[config.mk]
export PLATFORM = sky130hd
export DESIGN_NAME = branch_resolver_flat
export DESIGN_NICKNAME = d
export VERILOG_FILES = /design/src/rtl/bp_pkg.sv /design/src/rtl/branch_resolver_if.sv /design/src/rtl/pred_fifo.sv /design/src/rtl/branch_resolver.sv /design/src/flat_wrapper.sv
export SDC_FILE = /design/constraint.sdc
export NUM_CORES = 1
export LEC_CHECK = 0
export BUFFER_PORTS_ARGS = -buffer_cell sky130_fd_sc_hd__buf_2
export CAP_MARGIN = 20
export CORE_UTILIZATION = 25
export DETAILED_ROUTE_END_ITERATION = 12
export PLACE_DENSITY = 0.41
export SLEW_MARGIN = 30
export SYNTH_ARGS = -nofsm -noshare
export SYNTH_HDL_FRONTEND = slang
export SYNTH_SLANG_ARGS = --single-unit
[constraint.sdc]
create_clock -name clk -period 3.4 [get_ports clk]
set_clock_uncertainty 0.05 [all_clocks]
set_input_delay 0.34 -clock clk [delete_from_list [all_inputs] [get_ports clk]]
set_output_delay 0.34 -clock clk [all_outputs]
set_load 0.1 [all_outputs]
[src/rtl/bp_pkg.sv]
// Shared types for the branch resolver: counter-state encodings, queued entry, FSM states.
package bp_pkg;

    localparam int unsigned XLEN = 32;

    // 2-bit saturating counter encodings as seen by the predictor
    localparam logic [1:0] ST_T = 2'b11;
    localparam logic [1:0] ST_t = 2'b10;
    localparam logic [1:0] ST_n = 2'b01;
    localparam logic [1:0] ST_N = 2'b00;

    typedef struct packed {
        logic [XLEN-1:0] pc;
        logic            pred_taken;
        logic [XLEN-1:0] pred_target;
        logic [1:0]      h_state;
    } pred_entry_t;

    typedef enum logic {
        RUN     = 1'b0,
        RECOVER = 1'b1
    } state_e;

endpackage

[src/rtl/branch_resolver_if.sv]
// Fetch / EX / predictor-update / redirect signal bundle for the branch resolver.
interface branch_resolver_if;

    logic        f_valid;
    logic        f_ready;
    logic [31:0] f_pc;
    logic        f_pred_taken;
    logic [31:0] f_pred_target;
    logic [1:0]  f_h_state;

    logic        ex_valid;
    logic        ex_taken;
    logic [31:0] ex_target;

    logic        upd_valid;
    logic [31:0] upd_pc;
    logic        upd_taken;

    logic        flush;
    logic        redirect_valid;
    logic [31:0] redirect_pc;

    logic [31:0] mispredict_cnt;
    logic [31:0] branch_cnt;

    // Pipeline side: offers branches and resolutions, consumes updates/redirects
    modport master (
        output f_valid, f_pc, f_pred_taken, f_pred_target, f_h_state,
        output ex_valid, ex_taken, ex_target,
        input  f_ready, upd_valid, upd_pc, upd_taken,
        input  flush, redirect_valid, redirect_pc,
        input  mispredict_cnt, branch_cnt
    );

    // Resolver side
    modport slave (
        input  f_valid, f_pc, f_pred_taken, f_pred_target, f_h_state,
        input  ex_valid, ex_taken, ex_target,
        output f_ready, upd_valid, upd_pc, upd_taken,
        output flush, redirect_valid, redirect_pc,
        output mispredict_cnt, branch_cnt
    );

endinterface

[src/rtl/pred_fifo.sv]
// Synchronous in-order FIFO holding predicted branches; clear beats push/pop.
// rst is synchronous, active-low.
module pred_fifo #(
    parameter int unsigned DEPTH = 4,
    parameter int unsigned WIDTH = 8,
    localparam int unsigned PTR_W = $clog2(DEPTH),
    localparam int unsigned CNT_W = PTR_W + 1
) (
    input  logic             clk,
    input  logic             rst,
    input  logic             push,
    input  logic             pop,
    input  logic             clear,
    input  logic [WIDTH-1:0] wr_data,
    output logic [WIDTH-1:0] rd_data_c,
    output logic             full_c,
    output logic             empty_c,
    output logic [CNT_W-1:0] count
);

    logic [WIDTH-1:0] mem_q [DEPTH];
    logic [WIDTH-1:0] mem_d [DEPTH];
    logic [PTR_W-1:0] wr_ptr_q, wr_ptr_d;
    logic [PTR_W-1:0] rd_ptr_q, rd_ptr_d;
    logic [CNT_W-1:0] count_q, count_d;
    logic             do_push_c, do_pop_c;

    assign full_c    = (count_q == CNT_W'(DEPTH));
    assign empty_c   = (count_q == '0);
    assign rd_data_c = mem_q[rd_ptr_q];
    assign count     = count_q;

    // Pointer/occupancy update; pointers wrap naturally since DEPTH is a power of 2
    always_comb begin
        mem_d     = mem_q;
        wr_ptr_d  = wr_ptr_q;
        rd_ptr_d  = rd_ptr_q;
        count_d   = count_q;
        do_push_c = push && !full_c;
        do_pop_c  = pop && !empty_c;
        if (clear) begin
            wr_ptr_d = '0;
            rd_ptr_d = '0;
            count_d  = '0;
        end else begin
            if (do_push_c) begin
                mem_d[wr_ptr_q] = wr_data;
                wr_ptr_d        = wr_ptr_q + PTR_W'(1);
            end
            if (do_pop_c) begin
                rd_ptr_d = rd_ptr_q + PTR_W'(1);
            end
            count_d = count_q + CNT_W'(do_push_c) - CNT_W'(do_pop_c);
        end
    end

    // State registers
    always_ff @(posedge clk) begin
        if (!rst) begin
            mem_q    <= '{default: '0};
            wr_ptr_q <= '0;
            rd_ptr_q <= '0;
            count_q  <= '0;
        end else begin
            mem_q    <= mem_d;
            wr_ptr_q <= wr_ptr_d;
            rd_ptr_q <= rd_ptr_d;
            count_q  <= count_d;
        end
    end

endmodule

[src/rtl/branch_resolver.sv]
// Branch resolver: queues predicted branches, checks them against EX outcomes,
// drives predictor updates and a flush/redirect sequence on mispredict.
// rst is synchronous, active-low.
// Optional: define BRANCH_RESOLVER_STATS_EN for saturating branch/mispredict counters.
module branch_resolver
    import bp_pkg::*;
#(
    parameter int unsigned DEPTH        = 4,
    parameter int unsigned FLUSH_CYCLES = 2
) (
    input  logic             clk,
    input  logic             rst,
    branch_resolver_if.slave bus
);

    localparam int unsigned CNT_W   = $clog2(DEPTH) + 1;
    localparam int unsigned FC_W    = (FLUSH_CYCLES > 1) ? $clog2(FLUSH_CYCLES) : 1;
    localparam int unsigned ENTRY_W = $bits(pred_entry_t);

    state_e            state_q, state_d;
    logic [FC_W-1:0]   flush_cnt_q, flush_cnt_d;
    logic              f_ready_q, f_ready_d;
    logic              upd_valid_q, upd_valid_d;
    logic [31:0]       upd_pc_q, upd_pc_d;
    logic              upd_taken_q, upd_taken_d;
    logic              flush_q, flush_d;
    logic              redirect_valid_q, redirect_valid_d;
    logic [31:0]       redirect_pc_q, redirect_pc_d;

    logic              push_c, pop_c, clear_c, mispredict_c;
    logic [CNT_W-1:0]  occ_nxt_c;
    pred_entry_t       wr_entry_c, head_c;
    logic [ENTRY_W-1:0] fifo_rd_c;
    logic              fifo_full_c, fifo_empty_c;
    logic [CNT_W-1:0]  fifo_count;

    // Counter state travels with the entry for debug visibility only
    logic              unused_h_state;
    assign unused_h_state = ^head_c.h_state;

    // Pack the incoming fetch branch
    always_comb begin
        wr_entry_c.pc          = bus.f_pc;
        wr_entry_c.pred_taken  = bus.f_pred_taken;
        wr_entry_c.pred_target = bus.f_pred_target;
        wr_entry_c.h_state     = bus.f_h_state;
    end

    assign head_c = pred_entry_t'(fifo_rd_c);

    pred_fifo #(
        .DEPTH (DEPTH),
        .WIDTH (ENTRY_W)
    ) u_fifo (
        .clk       (clk),
        .rst       (rst),
        .push      (push_c),
        .pop       (pop_c),
        .clear     (clear_c),
        .wr_data   (wr_entry_c),
        .rd_data_c (fifo_rd_c),
        .full_c    (fifo_full_c),
        .empty_c   (fifo_empty_c),
        .count     (fifo_count)
    );

    // Resolve/recover FSM next-state, compare and output staging
    always_comb begin
        state_d          = state_q;
        flush_cnt_d      = flush_cnt_q;
        pop_c            = 1'b0;
        clear_c          = 1'b0;
        mispredict_c     = 1'b0;
        upd_valid_d      = 1'b0;
        upd_pc_d         = '0;
        upd_taken_d      = 1'b0;
        redirect_valid_d = 1'b0;
        redirect_pc_d    = '0;
        push_c           = bus.f_valid && f_ready_q && !fifo_full_c;

        unique case (state_q)
            RUN: begin
                if (bus.ex_valid && !fifo_empty_c) begin
                    pop_c        = 1'b1;
                    mispredict_c = (bus.ex_taken != head_c.pred_taken) ||
                                   (bus.ex_taken && head_c.pred_taken &&
                                    (bus.ex_target != head_c.pred_target));
                    upd_valid_d  = 1'b1;
                    upd_pc_d     = head_c.pc;
                    upd_taken_d  = bus.ex_taken;
                    if (mispredict_c) begin
                        // Younger queued branches and any same-cycle push are wrong-path
                        clear_c          = 1'b1;
                        redirect_valid_d = 1'b1;
                        redirect_pc_d    = bus.ex_taken ? bus.ex_target
                                                        : head_c.pc + 32'd4;
                        state_d          = RECOVER;
                        flush_cnt_d      = FC_W'(FLUSH_CYCLES - 1);
                    end
                end
            end
            RECOVER: begin
                clear_c = 1'b1;
                if (flush_cnt_q == '0) begin
                    state_d = RUN;
                end else begin
                    flush_cnt_d = flush_cnt_q - FC_W'(1);
                end
            end
            default: begin
                state_d = RUN;
            end
        endcase

        occ_nxt_c = fifo_count + CNT_W'(push_c) - CNT_W'(pop_c);
        flush_d   = (state_d == RECOVER);
        f_ready_d = (state_d == RUN) && (occ_nxt_c != CNT_W'(DEPTH));
    end

    // An EX resolve against an empty queue must never consume an entry
    always_comb begin
        assert (!(pop_c && fifo_empty_c));
    end

    // State and output registers
    always_ff @(posedge clk) begin
        if (!rst) begin
            state_q          <= RUN;
            flush_cnt_q      <= '0;
            f_ready_q        <= 1'b0;
            upd_valid_q      <= 1'b0;
            upd_pc_q         <= '0;
            upd_taken_q      <= 1'b0;
            flush_q          <= 1'b0;
            redirect_valid_q <= 1'b0;
            redirect_pc_q    <= '0;
        end else begin
            state_q          <= state_d;
            flush_cnt_q      <= flush_cnt_d;
            f_ready_q        <= f_ready_d;
            upd_valid_q      <= upd_valid_d;
            upd_pc_q         <= upd_pc_d;
            upd_taken_q      <= upd_taken_d;
            flush_q          <= flush_d;
            redirect_valid_q <= redirect_valid_d;
            redirect_pc_q    <= redirect_pc_d;
        end
    end

    assign bus.f_ready        = f_ready_q;
    assign bus.upd_valid      = upd_valid_q;
    assign bus.upd_pc         = upd_pc_q;
    assign bus.upd_taken      = upd_taken_q;
    assign bus.flush          = flush_q;
    assign bus.redirect_valid = redirect_valid_q;
    assign bus.redirect_pc    = redirect_pc_q;

`ifdef BRANCH_RESOLVER_STATS_EN
    logic [31:0] branch_cnt_q, branch_cnt_d;
    logic [31:0] mispredict_cnt_q, mispredict_cnt_d;

    // Saturating resolve and mispredict counters
    always_comb begin
        branch_cnt_d     = branch_cnt_q;
        mispredict_cnt_d = mispredict_cnt_q;
        if (pop_c && (branch_cnt_q != 32'hFFFF_FFFF)) begin
            branch_cnt_d = branch_cnt_q + 32'd1;
        end
        if (mispredict_c && (mispredict_cnt_q != 32'hFFFF_FFFF)) begin
            mispredict_cnt_d = mispredict_cnt_q + 32'd1;
        end
    end

    // Counter registers
    always_ff @(posedge clk) begin
        if (!rst) begin
            branch_cnt_q     <= '0;
            mispredict_cnt_q <= '0;
        end else begin
            branch_cnt_q     <= branch_cnt_d;
            mispredict_cnt_q <= mispredict_cnt_d;
        end
    end

    assign bus.branch_cnt     = branch_cnt_q;
    assign bus.mispredict_cnt = mispredict_cnt_q;
`else
    assign bus.branch_cnt     = '0;
    assign bus.mispredict_cnt = '0;
`endif

endmodule

[src/flat_wrapper.sv]
// flat-port wrapper written by rule: the top's interface ports become plain ports
module branch_resolver_flat import bp_pkg::*;
#(
    parameter int unsigned DEPTH        = 4,
    parameter int unsigned FLUSH_CYCLES = 2
)
  (clk, rst, bus_f_valid, bus_f_pc, bus_f_pred_taken, bus_f_pred_target, bus_f_h_state, bus_ex_valid, bus_ex_taken, bus_ex_target, bus_f_ready, bus_upd_valid, bus_upd_pc, bus_upd_taken, bus_flush, bus_redirect_valid, bus_redirect_pc, bus_mispredict_cnt, bus_branch_cnt);
  branch_resolver_if bus_i ();
  input  logic clk;
  input  logic rst;
  input wire logic [$bits(bus_i.f_valid)-1:0] bus_f_valid;
  input wire logic [$bits(bus_i.f_pc)-1:0] bus_f_pc;
  input wire logic [$bits(bus_i.f_pred_taken)-1:0] bus_f_pred_taken;
  input wire logic [$bits(bus_i.f_pred_target)-1:0] bus_f_pred_target;
  input wire logic [$bits(bus_i.f_h_state)-1:0] bus_f_h_state;
  input wire logic [$bits(bus_i.ex_valid)-1:0] bus_ex_valid;
  input wire logic [$bits(bus_i.ex_taken)-1:0] bus_ex_taken;
  input wire logic [$bits(bus_i.ex_target)-1:0] bus_ex_target;
  output wire logic [$bits(bus_i.f_ready)-1:0] bus_f_ready;
  output wire logic [$bits(bus_i.upd_valid)-1:0] bus_upd_valid;
  output wire logic [$bits(bus_i.upd_pc)-1:0] bus_upd_pc;
  output wire logic [$bits(bus_i.upd_taken)-1:0] bus_upd_taken;
  output wire logic [$bits(bus_i.flush)-1:0] bus_flush;
  output wire logic [$bits(bus_i.redirect_valid)-1:0] bus_redirect_valid;
  output wire logic [$bits(bus_i.redirect_pc)-1:0] bus_redirect_pc;
  output wire logic [$bits(bus_i.mispredict_cnt)-1:0] bus_mispredict_cnt;
  output wire logic [$bits(bus_i.branch_cnt)-1:0] bus_branch_cnt;
  assign bus_i.f_valid = bus_f_valid;
  assign bus_i.f_pc = bus_f_pc;
  assign bus_i.f_pred_taken = bus_f_pred_taken;
  assign bus_i.f_pred_target = bus_f_pred_target;
  assign bus_i.f_h_state = bus_f_h_state;
  assign bus_i.ex_valid = bus_ex_valid;
  assign bus_i.ex_taken = bus_ex_taken;
  assign bus_i.ex_target = bus_ex_target;
  assign bus_f_ready = bus_i.f_ready;
  assign bus_upd_valid = bus_i.upd_valid;
  assign bus_upd_pc = bus_i.upd_pc;
  assign bus_upd_taken = bus_i.upd_taken;
  assign bus_flush = bus_i.flush;
  assign bus_redirect_valid = bus_i.redirect_valid;
  assign bus_redirect_pc = bus_i.redirect_pc;
  assign bus_mispredict_cnt = bus_i.mispredict_cnt;
  assign bus_branch_cnt = bus_i.branch_cnt;
  branch_resolver #(.DEPTH(DEPTH), .FLUSH_CYCLES(FLUSH_CYCLES)) u_core (.clk(clk), .rst(rst), .bus(bus_i));
endmodule
After elaboration in Yosys (flattened, before gate mapping)
Cells that the tools add are included.
{"block": "word_totals", "reg_bits": 345, "input_bits": 104, "output_inout_bits": 133, "word_cells": 77}
{"block": "classes", "add_sub_neg": 8, "order_cmp": 3, "eq_ne": 6, "mux": 18, "bitwise": 8, "n_reduce_logical": 19}
{"op": "$bwmux W268", "count": 1}
{"op": "$mux W67", "count": 3}
{"op": "$bmux W67 S2", "count": 1}
{"op": "$demux W67 S2", "count": 1}
{"op": "$add A32 B3 Y32 const B", "count": 1}
{"op": "$mux W32", "count": 1}
{"op": "$ne A32 B32 Y1", "count": 1}
{"op": "$logic_and A1 B1 Y1", "count": 9}
{"op": "$mux W1", "count": 8}
{"op": "$add A3 B1 Y3", "count": 2}
{"op": "$ge A3 B3 Y1 const B", "count": 2}
{"op": "$not A1 Y1", "count": 6}
{"op": "$not A2 Y3", "count": 2}
{"op": "$pmux W1 S2", "count": 3}
{"op": "$sub A3 B1 Y3", "count": 2}
{"op": "$add A2 B1 Y2 const B", "count": 2}
{"op": "$ne A2 B1 Y1 const B", "count": 2}
{"op": "$reduce_and A2 Y1", "count": 2}
{"op": "$reduce_or A2 Y1", "count": 2}
{"op": "$reduce_or A4 Y1", "count": 1}
{"op": "$eq A3 B3 Y1 const B", "count": 1}
{"op": "$logic_not A3 Y1", "count": 1}
{"op": "$lt A3 B1 Y1 const B", "count": 1}
{"op": "$ne A3 B3 Y1 const B", "count": 1}
{"op": "5 further kinds", "count": 6}

Logic depth before layout (Yosys ltp)
Gate-level depths: netlist (run 1).
{"block": "logic_depth", "word_depth": 12, "mapped_depth": 12, "depth_no_buf": 12}

Cells and area by module
A second synthesis (run 1) with hierarchy kept.
{"block": "hier_totals", "cells_unflattened": 1527, "area_unflattened_um2": 15874.0}
{"module": "pred_fifo", "n_inst": 1, "cells_per_inst": 1074, "area_each_um2": 11753.8, "seq_area_each_um2": 5505.3}
{"module": "branch_resolver", "n_inst": 1, "cells_per_inst": 453, "area_each_um2": 4120.2, "seq_area_each_um2": 1401.3}

Worst setup path before layout (run 1)
OpenSTA, ideal clock, no wires.
{"block": "synth_path", "path_type": "register to register", "start": "register u_core.u_fifo.rd_ptr_q[1]", "end": "register u_core.u_fifo.mem_q[100] (netlist bit)", "setup_ns": 0.072, "arrival_time_ns": 2.813, "required_ns": 3.278, "path_slack_ns": 0.465, "path_stages_with_launch": 13, "n_path_buf": 6, "synth_period_minus_slack_ns": 2.935, "cell_sequence": "dfxtp_1 buf_4 buf_6 buf_6 buf_6 mux4_2 ha_1 nor2_1 o21a_1 o2bb2a_4 buf_6 buf_6 mux2i_1"}
{"block": "synth_via", "elab_chain_len": 12, "word_cells_on_any_way": 14, "classes_between": "2 x eq/ne; 6 x mux; 2 x bitwise; 4 x reduce/logical"}
{"element": "from (decl)", "line": "pred_fifo.sv:24", "rtl": "logic [PTR_W-1:0] rd_ptr_q, rd_ptr_d;"}
{"element": "from (signal assigned)", "line": "pred_fifo.sv:67", "rtl": "rd_ptr_q <= rd_ptr_d;"}
{"element": "$not A2 Y3 (implied by the code) (*)", "line": "pred_fifo.sv:30", "rtl": "assign rd_data_c = mem_q[rd_ptr_q];"}
{"element": "$bmux W67 S2 (*)", "line": "pred_fifo.sv:30"}
{"element": "$mux W67 (implied by the code) (*) (2 in a row)", "line": "pred_fifo.sv:30"}
{"element": "$ne A32 B32 Y1 or $logic_and A1 B1 Y1 (tied branches)", "line": "branch_resolver.sv:87, branch_resolver.sv:86"}
{"element": "$logic_and A1 B1 Y1", "line": "branch_resolver.sv:86", "rtl": "(bus.ex_taken && head_c.pred_taken &&"}
{"element": "$logic_or A1 B1 Y1 (*)", "line": "branch_resolver.sv:85", "rtl": "mispredict_c = (bus.ex_taken != head_c.pred_taken) ||"}
{"element": "$mux W1 (*)", "line": "branch_resolver.sv:91", "rtl": "if (mispredict_c) begin"}
{"element": "$mux W1 (*)", "line": "branch_resolver.sv:83", "rtl": "if (bus.ex_valid && !fifo_empty_c) begin"}
{"element": "$pmux W1 S2 (*)", "line": "branch_resolver.sv:81", "rtl": "unique case (state_q)"}
{"element": "$not A1 Y1 (no line) (*)"}
{"element": "$reduce_and A2 Y1 (no line) (*)"}
{"element": "to (signal assigned)", "line": "pred_fifo.sv:65", "rtl": "mem_q <= mem_d;"}
{"element": "to (decl)", "line": "pred_fifo.sv:21", "rtl": "logic [WIDTH-1:0] mem_q [DEPTH];"}
Mark *: on every way between the ends. The rest lies on a longest branch, timed or not. The select of a mux whose other input is x is not followed.
A chain may end at the register's enable or synchronous reset.

Worst setup path after layout (run 1)
{"block": "layout_path", "start": "register u_core.u_fifo.rd_ptr_q[1]", "end": "register u_core.u_fifo.mem_q[165] (netlist bit)"}
Same word-level chain as after synthesis.

==> flow_metrics.tcl, run 1 <==
set metrics [dict create \
    die_height_um 248 \
    status "complete, no violations" \
    ir_drop_uv 280 \
    cp-endpoint "u_core.u_fifo.mem_q[165]" \
    start_util_pct 25.5 \
    die_w_um 248 \
    grtUsageMet3_pct 2.24 \
    ios 237 \
    cp.depth 9 \
    cts_root_buf "clkbuf_16" \
    drt_first_iter_violations 580 \
    cts_tree "yes" \
    via_count 10600 \
    cp_max_fo 28 \
    num_antenna_cells 0 \
    reg2reg_depth 9 \
    tns_ps 0 \
    ant_nets 0 \
    grt-busiest-layer "met2" \
    vias_per_cell 4.40 \
    cp.required_ps 3770 \
    grt_pass1_vias 10600 \
    post-route-min-period_ps 3180 \
    antenna_found_initial 0 \
    grt_max_degree 123 \
    core_um2 59400 \
    critPathCaptureType "flip-flop" \
    p_leak_nw 8.59 \
    worstMarginPinSlew_ps 925 \
    setup_violations 0 \
    synth_warnings 0 \
    p_int_w 0.00794 \
    slew_headroom_pct 38.3 \
    crit_chain "buf_4, mux4_2, xnor2_1, nand4_1, nor4_4, nand2_1, o2bb2a_4, buf_12, mux2i_1" \
    finalWirelength_um 46900 \
    r2r_slack_ps 220 \
    pwr-share-seq_pct 37.3 \
    rows 89 \
    wl_per_cell_um 19.4 \
    grt_setup_unrepaired "false" \
    syn_avg_cell_area_um2 10.5 \
    period_share_pct 93.6 \
    synth_area_leaders "dfxtp_1 45%, mux2i_1 17%, mux4_2 9.7%" \
    path_buf_inv 2 \
    startpoint "u_core.u_fifo.rd_ptr_q[1]" \
    grt_pass1_wl_um 69000 \
    globalRouteOverflowTotal 0 \
    synth_top_area_share_pct 44.7 \
    synth_cell_types 35 \
    syn_inst 1443 \
    drv_cap 0 \
    die_area_um2 61400 \
    ctsLongestPathBuffers 3 \
    pwr-share-comb_pct 24.3 \
    worst_slack_ps 217 \
    p_total_w 0.0117 \
    arrival_ps 3550 \
    globalRouteMet1Util_pct 21.7 \
    worst_path_max_delay_cell "mux4_2" \
    max_freq_mhz 314 \
    synth-seq-area-share_pct 44.7 \
    drc 0 \
    port_buffers 170 \
    fin_nets 1733 \
    p_per_area_nw_per_um2 644 \
    timing.rr.start "u_core.u_fifo.rd_ptr_q[1]" \
    drive_gt1_share_pct 22.0 \
    cts_made_buffers 41 \
    path_class "flip-flop to flip-flop" \
    rr_endpoint "u_core.u_fifo.mem_q[165]" \
    p_sw_w 0.00373 \
    grtUsageTotal_pct 15.2 \
    swShare_pct 32.0 \
    path_clk_slew_ps 60 \
    hp-class "primary input to flip-flop" \
    syn-cell-area_um2 15100 \
    cp_slowest_stage_delay_ps 540 \
    clkPwrFrac_pct 38.4 \
    dp_hpwl_um 33300 \
    cts.sinks 337 \
    critPathTopFamily "simple AND/OR/NAND/NOR gates" \
    yosys.area.top_type "dfxtp_1" \
    holdBufCountCts 0 \
    slew_violations 0 \
    firstDrtPassIters 5 \
    pre_cts_slack_ps 89.9 \
    start_kind "flip-flop" \
    area_growth_pct 20.0 \
    cts_htree_levels 2 \
    final_hold_viol_count 0 \
    place.gp.congestion 0.779 \
    synth_seq_cells 337 \
    met2_usage_pct 23.3 \
    clk_latency_ps 560 \
]
==> registers in the layout (all words and copies together) (netlist names) <==
| signal | cells |
|---|---|
| u_core.u_fifo.mem_q | 260 |
| u_core.bus.redirect_pc | 32 |
| u_core.bus.upd_pc | 32 |
| u_core.u_fifo.count | 3 |
| u_core.u_fifo.rd_ptr_q | 2 |
| u_core.u_fifo.wr_ptr_q | 2 |
| u_core.bus.f_ready | 1 |
| u_core.bus.flush | 1 |
| u_core.bus.redirect_valid | 1 |
| u_core.bus.upd_taken | 1 |
| u_core.bus.upd_valid | 1 |
| u_core.flush_cnt_q | 1 |
==> Yosys cell counts, drive strengths merged <==
| master | n |
|---|---|
| nor2 | 47 |
| clkinv | 1 |
| nor3 | 6 |
| buf | 107 |
| a211oi | 22 |
| and2 | 40 |
| and4 | 6 |
| o2bb2a | 4 |
| clkbuf | 49 |
| nor4 | 9 |
| o21a | 2 |
| fa | 2 |
| o31ai | 1 |
| nor3b | 1 |
| nand3 | 7 |
| and3 | 6 |
| a21bo | 2 |
| nand4 | 13 |
| mux2i | 263 |
| conb | 1 |
| a2111oi | 1 |
| dfxtp | 337 |
| nand2 | 355 |
| mux4 | 65 |
| a21oi | 9 |
| xnor2 | 51 |
| xor2 | 15 |
| inv | 11 |
| ha | 10 |
==> layout by cell type, fill, tap and decap left out, types with 3 or more instances in the layout <==
| cell | count |
|---|---|
| and4_1 | 6 |
| nand2_1 | 355 |
| dfxtp_1 | 335 |
| clkbuf_16 | 41 |
| a21oi_1 | 9 |
| nand3_1 | 6 |
| and3_1 | 6 |
| buf_4 | 36 |
| conb_1 | 64 |
| bufinv_16 | 5 |
| nor4_1 | 7 |
| clkinv_2 | 3 |
| xor2_1 | 15 |
| ha_1 | 10 |
| nor3_1 | 5 |
| buf_2 | 169 |
| a211oi_1 | 22 |
| mux2i_1 | 263 |
| mux4_2 | 65 |
| and2_1 | 39 |
| o2bb2a_4 | 4 |
| nand4_1 | 13 |
| inv_1 | 10 |
| nor2_1 | 47 |
| clkbuf_1 | 11 |
| clkbuf_8 | 8 |
| xnor2_1 | 50 |
| buf_12 | 17 |
==> repair_timing <==
action	in CTS	in global routing
setup endpoints to repair	0	213
setup buffers	0	4
hold endpoints to repair	0	0
resized for setup	0	3
==> kinds of logic (layout without fill, tap and decap cells) <==
logic type / Yosys count / after routing / synth area share, %
and+or+nand+nor: 490 / 490 / 13.7
DFF: 337 / 337 / 44.7
muxes: 328 / 328 / 27.1
buffers and inverters: 168 / 306 / 7.29
xor gates and xnor gates: 66 / 66 / 3.83
AOI/OAI and AO/OA: 41 / 41 / 2.26
adders and majority gates: 12 / 12 / 1.09
other: 1 / 64 / 0.0248
==> area by class of cell <==
class                   instances  area (µm²)
fillers                      6137       41200
multi-input cells            1001        7530
flip-flops and latches        337        6750
repair buffers                224        1480
clock buffers                  60        1180
well taps                     773         967
clock inverters                10         183
inverters                      12        45.0
==> power by group through the flow <==
stage	sequential (W)	combinational [W]	clock [W]
after floorplan	0.00472	0.00181	0
after global placement	0.00444	0.00283	0
after detailed placement	0.00444	0.00285	0
after CTS	0.00436	0.00286	0.00464
after global routing	0.00438	0.00302	0.00479
final	0.00436	0.00284	0.00448
==> how the worst min path moves through the flow <==
stage,from,end,slack (ps),cells after the start
after floorplan,u_core.flush_cnt_q,u_core.flush_cnt_q,370,2
after global placement,u_core.flush_cnt_q,u_core.flush_cnt_q,390,2
after detailed placement,u_core.flush_cnt_q,u_core.flush_cnt_q,380,2
after CTS,bus_ex_valid,u_core.bus.upd_taken,5,3
after global routing,bus_ex_valid,u_core.bus.upd_taken,40,3
final,bus_ex_valid,u_core.bus.upd_taken,40,3
==> per-layer routing <==
layer	vias up	routed length, µm
met4	0	1280
met5	-	0
met2	241	20900
met1	5204	22900
li1	5125	-
met3	60	1840
==> through the flow <==
step / cell area, µm² / hold WS (ps) / cells / utilization [%]
2_1_floorplan: 15300 / 365 / 1506 / -
3_3_place_gp: 16700 / 389 / 2343 / 28.2
3_5_place_dp: 16700 / 383 / 2343 / 28.2
4_1_cts: 18100 / 4.61 / 2413 / 30.5
5_1_grt: 18100 / 38.5 / 2417 / 30.6
6_report: 18100 / 36.3 / 2417 / 30.6
==> worst register-to-register path, delay by kind of cell (launching register included) <==
kind                      cells  cell delay, ps
and+or+nand+nor               3             820
muxes                         2             730
DFF                           1             440
buffers and inverters         2             440
AOI/OAI and AO/OA             1             350
xor gates and xnor gates      1             210
(Power assumes the default switching activity.)
==> run 2, diff against run 1 <==
- CORE_UTILIZATION: 25 -> 30
- PLACE_DENSITY: 0.41 -> 0.47
- RECOVER_POWER: default -> 100
==> run 2 against run 1 <==
Compared with the run above:
- the run now ends with capacitance limit, slew limit left
- sequential share of layout area rose by 1.3 points
- clock power decreased by 6.2%
- critical path depth increased by 1
- non-clock buffer count decreased by 15
- final cell count down 5.3%
- worst hold slack improved by 15 ps
- combinational power is 6% lower
- design area decreased by 3.4%
- die area shrank 17%
- register-to-register slack is essentially flat
- global-route usage grew 1.7 points
- fmax decreased by 0.32%
- critical endpoint is now u_core.u_fifo.mem_q[50]
- highest routed layer is now met5
==> flow_metrics.tcl, run 2 (synthesized netlist as in run 1, its figures left out) <==
set metrics [dict create \
    drive_gt1_share_pct 16.6 \
    drt_first_iter_violations 634 \
    post-route-min-period_ps 3190 \
    status "complete, but fails checks" \
    num_antenna_cells 0 \
    fin_nets 1717 \
    final_common_cell "nand2_1" \
    hp-class "primary input to flip-flop" \
    vias_per_cell 4.60 \
    period_share_pct 93.9 \
    area_growth_pct 15.9 \
    dp_hpwl_um 30500 \
    hold_path_depth 3 \
    rows 81 \
    grt_pass1_vias 10500 \
    p_per_area_nw_per_um2 642 \
    grt_max_degree 187 \
    post-route-util_pct 35.5 \
    drc 0 \
    ios 237 \
    worstMarginPinSlew_ps 1540 \
    start_kind "flip-flop" \
    design_area_um2 17500 \
    place.gp.congestion 0.813 \
    slew_headroom_pct -2.88 \
    critPathCaptureType "flip-flop" \
    cp_common_cell "buf_4" \
    cp_slowest_stage_delay_ps 540 \
    core_um2 49400 \
    via_count 10500 \
    arrival_ps 3560 \
    multi_input_area_um2 7470 \
    finalWirelength_um 43600 \
    antenna_found_initial 1 \
    cp.required_ps 3770 \
    final_hold_viol_count 0 \
    largest_register "u_core.u_fifo.mem_q" \
    fillers 5066 \
    ant_nets 0 \
    port_buffers 170 \
    path_class "flip-flop to flip-flop" \
    start_util_pct 30.6 \
    cts_htree_levels 2 \
    p_leak_nw 8.03 \
    grtUsageTotal_pct 17.0 \
    setup_violations 0 \
    grt_setup_unrepaired "false" \
    grt_pass1_wl_um 64800 \
    die_area_um2 51300 \
    cts_tree "yes" \
    cts.sinks 337 \
    die_height_um 226 \
    ctsLongestPathBuffers 3 \
    die_w_um 226 \
    drv_cap 1 \
    max_freq_mhz 313 \
    regArea_um2 6750 \
    tns_ps 0 \
    slew_violations 34 \
    placed_area_um2 16400 \
    cp_max_fo 25 \
    path_clk_slew_ps 60 \
    cts_made_buffers 40 \
    worst_path_max_delay_cell "mux4_2" \
    final_cell_mix "355 x nand2_1, 335 x dfxtp_1, 263 x mux2i_1" \
    firstDrtPassIters 4 \
    violations "capacitance limit, slew limit" \
    crit_chain "buf_12, mux4_2, xnor2_1, nand4_1, nor4_1, buf_4, nand2_1, o2bb2a_2, buf_4, mux2i_1" \
    cts_root_buf "clkbuf_16" \
    reg2reg_depth 10 \
    clk_latency_ps 550 \
    post_cts.repair.setup_buffers 0 \
    globalRouteOverflowTotal 0 \
    largest_reg_flops 260 \
    ir_drop_uv 276 \
    wl_per_cell_um 19.0 \
]
run 2: per-stage QoR:
stage	worst slack [ps]	total power (W)	instances	hold slack (ps)
3_3_place_gp	158	0.00716	2220	379
5_1_grt	27.6	0.0117	2289	55.8
4_1_cts	92.6	0.0115	2289	27.5
3_5_place_dp	145	0.00720	2220	380
6_report	206	0.0112	2289	51.1
2_1_floorplan	465	0.00653	1506	365
run 2: timing repair:
| action | 4_1_cts | 5_1_grt |
|---|---|---|
| gates resized for setup | 0 | 1 |
| endpoints found under the hold margin | 3 | 0 |
| endpoints found under the setup margin | 0 | 1 |
| hold buffers | 3 | 0 |
run 2: layout make-up:
type | instances | area share, %
multi-input combinational | 1001 | 42.7
sequential | 337 | 38.5
timing repair buffer | 209 | 6.52
clock buffer | 51 | 6.41
tap | 664 | 4.74
clock inverter | 15 | 0.850
inverter | 12 | 0.257
run 2: worst max-delay path, delay by kind of cell (launching register included):
kind,cells,cell delay (ps)
compound gates,1,370
xor+xnor,1,200
simple gates,3,580
buf+inv,3,720
mux,2,710
flops,1,390
run 2: power breakdown:
part	internal, W	total, W	switching [W]
registers	0.00421	0.00435	0.000143
logic	0.000878	0.00268	0.00181
clock network	0.00248	0.00420	0.00172
total	0.00757	0.0112	0.00366
run 2: metal layers:
metal  vias up  wire [µm]  GRT usage, %
met5         -         13             0
met4         2        894          4.51
met2       251      20600          27.7
met3        51       1980          3.25
li1       5093          -             -
met1      5133      20000          22.7
run 2: worst paths after layout:
kind	from	end	slack (ps)
max	u_core.u_fifo.rd_ptr_q[1]	u_core.u_fifo.mem_q[50]	210
min	bus_ex_target[5]	u_core.bus.redirect_pc[5]	50
max reg2reg	u_core.u_fifo.rd_ptr_q[1]	u_core.u_fifo.mem_q[50]	210
min reg2reg	u_core.flush_cnt_q	u_core.flush_cnt_q	390
